<file path="config.mk">
export PLATFORM = sky130hd
export DESIGN_NAME = uart_recv
export DESIGN_NICKNAME = d
export VERILOG_FILES = /design/src/rtl/uart_pkg.sv /design/src/rtl/sync_2ff.sv /design/src/rtl/uart_recv.sv
export SDC_FILE = /design/constraint.sdc
export NUM_CORES = 1
export LEC_CHECK = 0
export ABC_AREA = 0
export BUFFER_PORTS_ARGS = -buffer_cell sky130_fd_sc_hd__buf_2
export CORE_MARGIN = 4
export CORE_UTILIZATION = 51
export CTS_BUF_LIST = sky130_fd_sc_hd__clkbuf_4 sky130_fd_sc_hd__clkbuf_8
export DETAILED_ROUTE_END_ITERATION = 7
export GPL_TIMING_DRIVEN = 0
export HOLD_SLACK_MARGIN = 0.03
export PLACE_DENSITY = 0.67
export SLEW_MARGIN = 30
export SYNTH_ARGS = -nofsm -noshare
export SYNTH_HDL_FRONTEND = slang
export SYNTH_SLANG_ARGS = --single-unit
</file>
<file path="constraint.sdc">
create_clock -name clk -period 2.48 [get_ports clk]
set_input_delay 0.248 -clock clk [delete_from_list [all_inputs] [get_ports clk]]
set_output_delay 0.248 -clock clk [all_outputs]
set_load 0.01 [all_outputs]
</file>
<file path="src/rtl/uart_pkg.sv">
// rtl/uart_pkg.sv - shared UART framing constants and receiver state encoding
// Holds the baud divider and data width used by both uart_send and uart_recv,
// plus the receiver state enumeration.
package uart_pkg;

    // 100 MHz / 9600 baud
    localparam int UART_CLK_DIV   = 10416;
    localparam int UART_DATA_BITS = 8;

    typedef enum logic [2:0] {
        IDLE  = 3'd0,
        START = 3'd1,
        DATA  = 3'd2,
        STOP  = 3'd3,
        BREAK = 3'd4
    } uart_state_t;

endpackage

</file>
<file path="src/rtl/sync_2ff.sv">
// rtl/sync_2ff.sv - two-flop synchroniser for a single asynchronous bit
// Ports:
//   clk  in   sampling clock
//   rst  in   asynchronous active-high reset, both flops load RESET_VAL
//   d    in   asynchronous input
//   q    out  synchronised output, two clk cycles behind d
module sync_2ff #(
    parameter logic RESET_VAL = 1'b0
) (
    input  logic clk,
    input  logic rst,
    input  logic d,
    output logic q
);

    logic meta;

    always_ff @(posedge clk or posedge rst) begin
        if (rst) begin
            meta <= RESET_VAL;
            q    <= RESET_VAL;
        end else begin
            meta <= d;
            q    <= meta;
        end
    end

endmodule

</file>
<file path="src/rtl/uart_recv.sv">
// rtl/uart_recv.sv - UART 8N1 receiver with mid-bit sampling and frame error flag
// Ports:
//   clk        in   system clock
//   rst        in   asynchronous active-high reset
//   rxd        in   serial line, idle high, asynchronous to clk
//   data       out  last correctly received byte, held until the next good frame
//   valid      out  one-cycle pulse, data is new in the same cycle
//   frame_err  out  one-cycle pulse, stop bit was sampled low
//   busy       out  high whenever the receiver is not idle
module uart_recv
    import uart_pkg::*;
#(
    parameter int CLK_DIV   = UART_CLK_DIV,
    parameter int DATA_BITS = UART_DATA_BITS
) (
    input  logic                 clk,
    input  logic                 rst,
    input  logic                 rxd,
    output logic [DATA_BITS-1:0] data,
    output logic                 valid,
    output logic                 frame_err,
    output logic                 busy
);

    localparam int HALF  = CLK_DIV / 2;
    localparam int BIT_W = $clog2(DATA_BITS);

    localparam logic [15:0]      HALF_LAST = 16'(HALF - 1);
    localparam logic [15:0]      BIT_LAST  = 16'(CLK_DIV - 1);
    localparam logic [BIT_W-1:0] DATA_LAST = BIT_W'(DATA_BITS - 1);

    logic                 rx_s;
    uart_state_t          state;
    logic [15:0]          cnt;
    logic [BIT_W-1:0]     bit_cnt;
    logic [DATA_BITS-1:0] shreg;

    // Line idles high, so the synchroniser resets to 1 to avoid a false start.
    sync_2ff #(
        .RESET_VAL(1'b1)
    ) u_sync (
        .clk (clk),
        .rst (rst),
        .d   (rxd),
        .q   (rx_s)
    );

    // busy is updated together with every state transition so it always
    // equals (state != IDLE) without a combinational output.
    always_ff @(posedge clk or posedge rst) begin
        if (rst) begin
            state     <= IDLE;
            cnt       <= 16'd0;
            bit_cnt   <= '0;
            shreg     <= '0;
            data      <= '0;
            valid     <= 1'b0;
            frame_err <= 1'b0;
            busy      <= 1'b0;
        end else begin
            valid     <= 1'b0;
            frame_err <= 1'b0;

            case (state)
                IDLE: begin
                    cnt <= 16'd0;
                    if (!rx_s) begin
                        state <= START;
                        busy  <= 1'b1;
                    end
                end

                START: begin
                    if (cnt == HALF_LAST) begin
                        cnt <= 16'd0;
                        if (!rx_s) begin
                            state   <= DATA;
                            bit_cnt <= '0;
                        end else begin
                            // Line went back high before mid start bit: glitch.
                            state <= IDLE;
                            busy  <= 1'b0;
                        end
                    end else begin
                        cnt <= cnt + 16'd1;
                    end
                end

                DATA: begin
                    if (cnt == BIT_LAST) begin
                        cnt   <= 16'd0;
                        shreg <= {rx_s, shreg[DATA_BITS-1:1]};
                        if (bit_cnt == DATA_LAST) begin
                            state <= STOP;
                        end else begin
                            bit_cnt <= bit_cnt + BIT_W'(1);
                        end
                    end else begin
                        cnt <= cnt + 16'd1;
                    end
                end

                STOP: begin
                    if (cnt == BIT_LAST) begin
                        cnt <= 16'd0;
                        if (rx_s) begin
                            // Returning to IDLE mid stop bit lets a start bit
                            // that follows immediately be caught.
                            data  <= shreg;
                            valid <= 1'b1;
                            state <= IDLE;
                            busy  <= 1'b0;
                        end else begin
                            frame_err <= 1'b1;
                            state     <= BREAK;
                        end
                    end else begin
                        cnt <= cnt + 16'd1;
                    end
                end

                BREAK: begin
                    // A held-low line must go high before a new frame can start.
                    if (rx_s) begin
                        cnt   <= 16'd0;
                        state <= IDLE;
                        busy  <= 1'b0;
                    end else begin
                        cnt <= cnt + 16'd1;
                    end
                end

                default: begin
                    cnt   <= 16'd0;
                    state <= IDLE;
                    busy  <= 1'b0;
                end
            endcase
        end
    end

endmodule

</file>
==> results by group <==
Status
  – Status: finished clean

Worst setup path
  – CP max stage delay: approximately 560 ps
  – Crit start category: register
  – Worst path bufs/invs: 0
  – Slowest CP cell: or4_4
  – Crit end category: register
  – Reg2reg setup slack: ~100 ps
  – CP delay by family, top: simple AND/OR/NAND/NOR gates
  – CP required: 2670 ps
  – Critical path class: register to register
  – CP Max Fanout: 5
  – Crit path cell chain: or4_4 -> nor4_4 -> nor2_2 -> or4_4 -> mux2_4
  – Data arrival, critical path: 2570 ps
  – CP most frequent cell: or4_4

Logic synthesis
  – Synth warn: 0
  – #FFs+latches synth: 43
  – Synth Instances: around 170
  – Post-synth cell types: 40
  – Seq/Total Area, Yosys: approximately 54%
  – Post-synth ARST share: between 90% and 100%
  – EDFF count, synth: 0
  – Synth Area in Compound Gates: 4.29%
  – Post-synthesis net count: around 180
  – Post-Synth Simple-Gate Area: between 20% and 30%
  – Synthesized area: 2010 um2
  – Synth Area in XOR/XNOR: between 6 and 7%
  – Adder-cell area share of the yosys netlist: 1.86%
  – Largest family of logic cells by synthesized area: simple AND/OR/NAND/NOR gates
  – Mux contribution to synthesized area: 10.2%
  – Dominant synthesized flop cell: dfrtp_1
  – Avg Synthesized Cell Area: 11.8 um2

Timing
  – Final setup fails: 0
  – Max Fclk: around 420 MHz
  – Final max-slew violation count: 0
  – Hold Slack: 369 ps
  – Minimum clock period: around 2400 ps
  – Setup TNS: 0 ps
  – Setup WS post-layout: roughly 100 ps
  – RSZ-0062 raised after global routing: false
  – Worst slew margin: approximately 60%
  – Slew at the pin with the worst max-slew slack: approximately 580 ps
  – Final Cycle Share: between 90% and 100%
  – Final clock skew: ~6 ps
  – Final Hold Fails: 0

Layout
  – Finished Cell Area: 2330 um2
  – Core Util, Final: between 60% and 70%
  – Final antenna diode count: 0
  – Number of cells in the finished layout apart from fillers: around 240
  – Area delta synth->final: 15.5%
  – Number of fill cells: 316
  – Nets: around 200
  – Commonest non-fill, non-tap cell in the layout: dfrtp_1
  – Most frequent cells in the layout: dfrtp_1 (39), nor2_1 (17), mux2_2 (17), buf_2 (14), xor2_1 (10)
  – Fraction of layout cells with a size suffix above 1: a little over 30%

Die
  – Die area: roughly 5000 um2
  – Core ar.: 3740 um2
  – Die W: between 70 and 80 um
  – Initial Utilization: about 54%
  – Num ports: 14
  – Row Count: 22
  – Die height: ~70 um

CTS
  – CTS Root Cell: clkbuf_8
  – Htree depth: 2
  – Clock sink total: 43
  – CTS tree: yes
  – Clk buf depth: 2
  – Clock latency at the later pin of the worst-skew pair: about 300 ps
  – Clock transition at path regs: 80 ps
  – TritonCTS Buffers: 5

Route
  – WL/cell: 15.7 um
  – Final ANT Viol Nets: 0
  – Drt drc: 0
  – Final WL: 3820 um
  – DR pass1 iterations: 4
  – Avg Vias per Cell: around 5.6
  – 1st-iter DRT viols: 50
  – DR vias: around 1400

Power and ir drop
  – Power Total: 1.28 mW
  – Lkg Pwr: 1.14 nW
  – Cell Pwr Density: ~550 nW/um2
  – Peak VDD IR: 0.501 mV

Place
  – Placed Area: ~2200 um2
  – Number of I/O port buffers: 13
  – Gpl congestion: 0.754
  – Placed Cells: approximately 230
  – Post-DP HPWL: around 2700 um
  – Place WS: -88.6 ps

GRT
  – Largest net degree at the start of global routing: 31
  – Vias in the first global route: 1400
  – Grt ovf: 0
  – Antenna violations before repair: 0
  – Global-route wire length before repair: ~6600 um
  – Total Routing Usage GR: between 10% and 20%

Min path
  – Hold Path Class: register to register

Flow run
  – Max cap viols: 0
-- worst paths after layout --
check / from / end / depth (start not counted)
setup / recovery: cnt[7] / bit_cnt[0] / 5
hold / removal: u_sync.meta / u_sync.q / 0
setup reg to reg: cnt[7] / bit_cnt[0] / 5
hold reg to reg: u_sync.meta / u_sync.q / 0
max in group asynchronous: rst / u_sync.meta / 4
min in group asynchronous: rst / cnt[3] / 3
-- metal layers --
| metal | up-vias | GRT usage (%) | part of all wire [%] |
|---|---|---|---|
| li1 | 654 | - | - |
| met1 | 690 | 22.0 | 46 |
| met2 | 25 | 25.8 | 49 |
| met3 | 7 | 3.55 | 3.2 |
| met4 | 0 | 7.93 | 1.9 |
| met5 | - | 0 | 0 |
-- where the power goes --
| group | internal (mW) | switching [mW] |
|---|---|---|
| clock network | 0.300 | 0.248 |
| registers | 0.703 | 0.000585 |
| logic | 0.00804 | 0.0177 |
| total | 1.01 | 0.266 |
-- area by class of cell --
type	instances	area (um2)	share of cell area [%]
Multi-Input combinational cell	117	913	39.3
Clock buffer	5	68.8	2.96
Buffer	7	27.5	1.18
Sequential cell	43	1080	46.5
Timing Repair Buffer	18	120	5.16
Tap cell	48	60.1	2.58
Inverter	3	11.3	0.484
Clock inverter	3	43.8	1.88
-- registers in the layout, indices dropped and copies added, names as in the netlist, 3 cells and up --
name	count
cnt	16
shreg	8
state	3
data	8
bit_cnt	3
-- synthesized netlist by cell type (2+ instances only) --
library cell	n	area share [%]
mux2_2	17	9.5
o21ai_0	4	0.99
nor2_1	18	3.4
ha_1	3	1.9
a22o_1	2	0.87
nand4_1	7	2.2
dfrtp_1	41	51
xor2_1	10	4.3
nand3_1	4	0.99
or3_1	2	0.62
a21oi_1	2	0.50
nor2b_1	2	0.62
nor4bb_1	2	0.99
or4_4	2	1.1
and3_1	4	1.2
xnor2_1	4	1.7
nor3_1	5	1.2
dfstp_2	2	2.6
nor4b_1	2	0.87
clkbuf_1	7	1.3
nand2_1	9	1.7
and4_1	2	0.87
inv_1	3	0.56
-- cell families (layout without fill, tap and decap cells) --
kind of cell	count (synthesis)	in the layout
buffers and inverters	11	36
muxes	18	18
xor gates and xnor gates	14	14
adders and majority gates	3	3
and+or+nand+nor	69	69
DFF	43	43
AOI/OAI and AO/OA	13	13
-- worst reg2reg max path, stage by stage, from the launching register on --
cell	delay [ps]
dfrtp_2	450
or4_4	560
nor4_4	330
nor2_2	120
or4_4	540
mux2_4	270
-- repair_timing --
item | in CTS | in global routing
endpoints found under the setup margin | 21 | 30
setup buffers | 1 | 1
gates resized for setup | 2 | 5
endpoints found under the hold margin | 13 | 1
hold buffers | 1 | 1
pin swaps | 1 | 1
No activity file was read; power rests on OpenSTA's default activity.
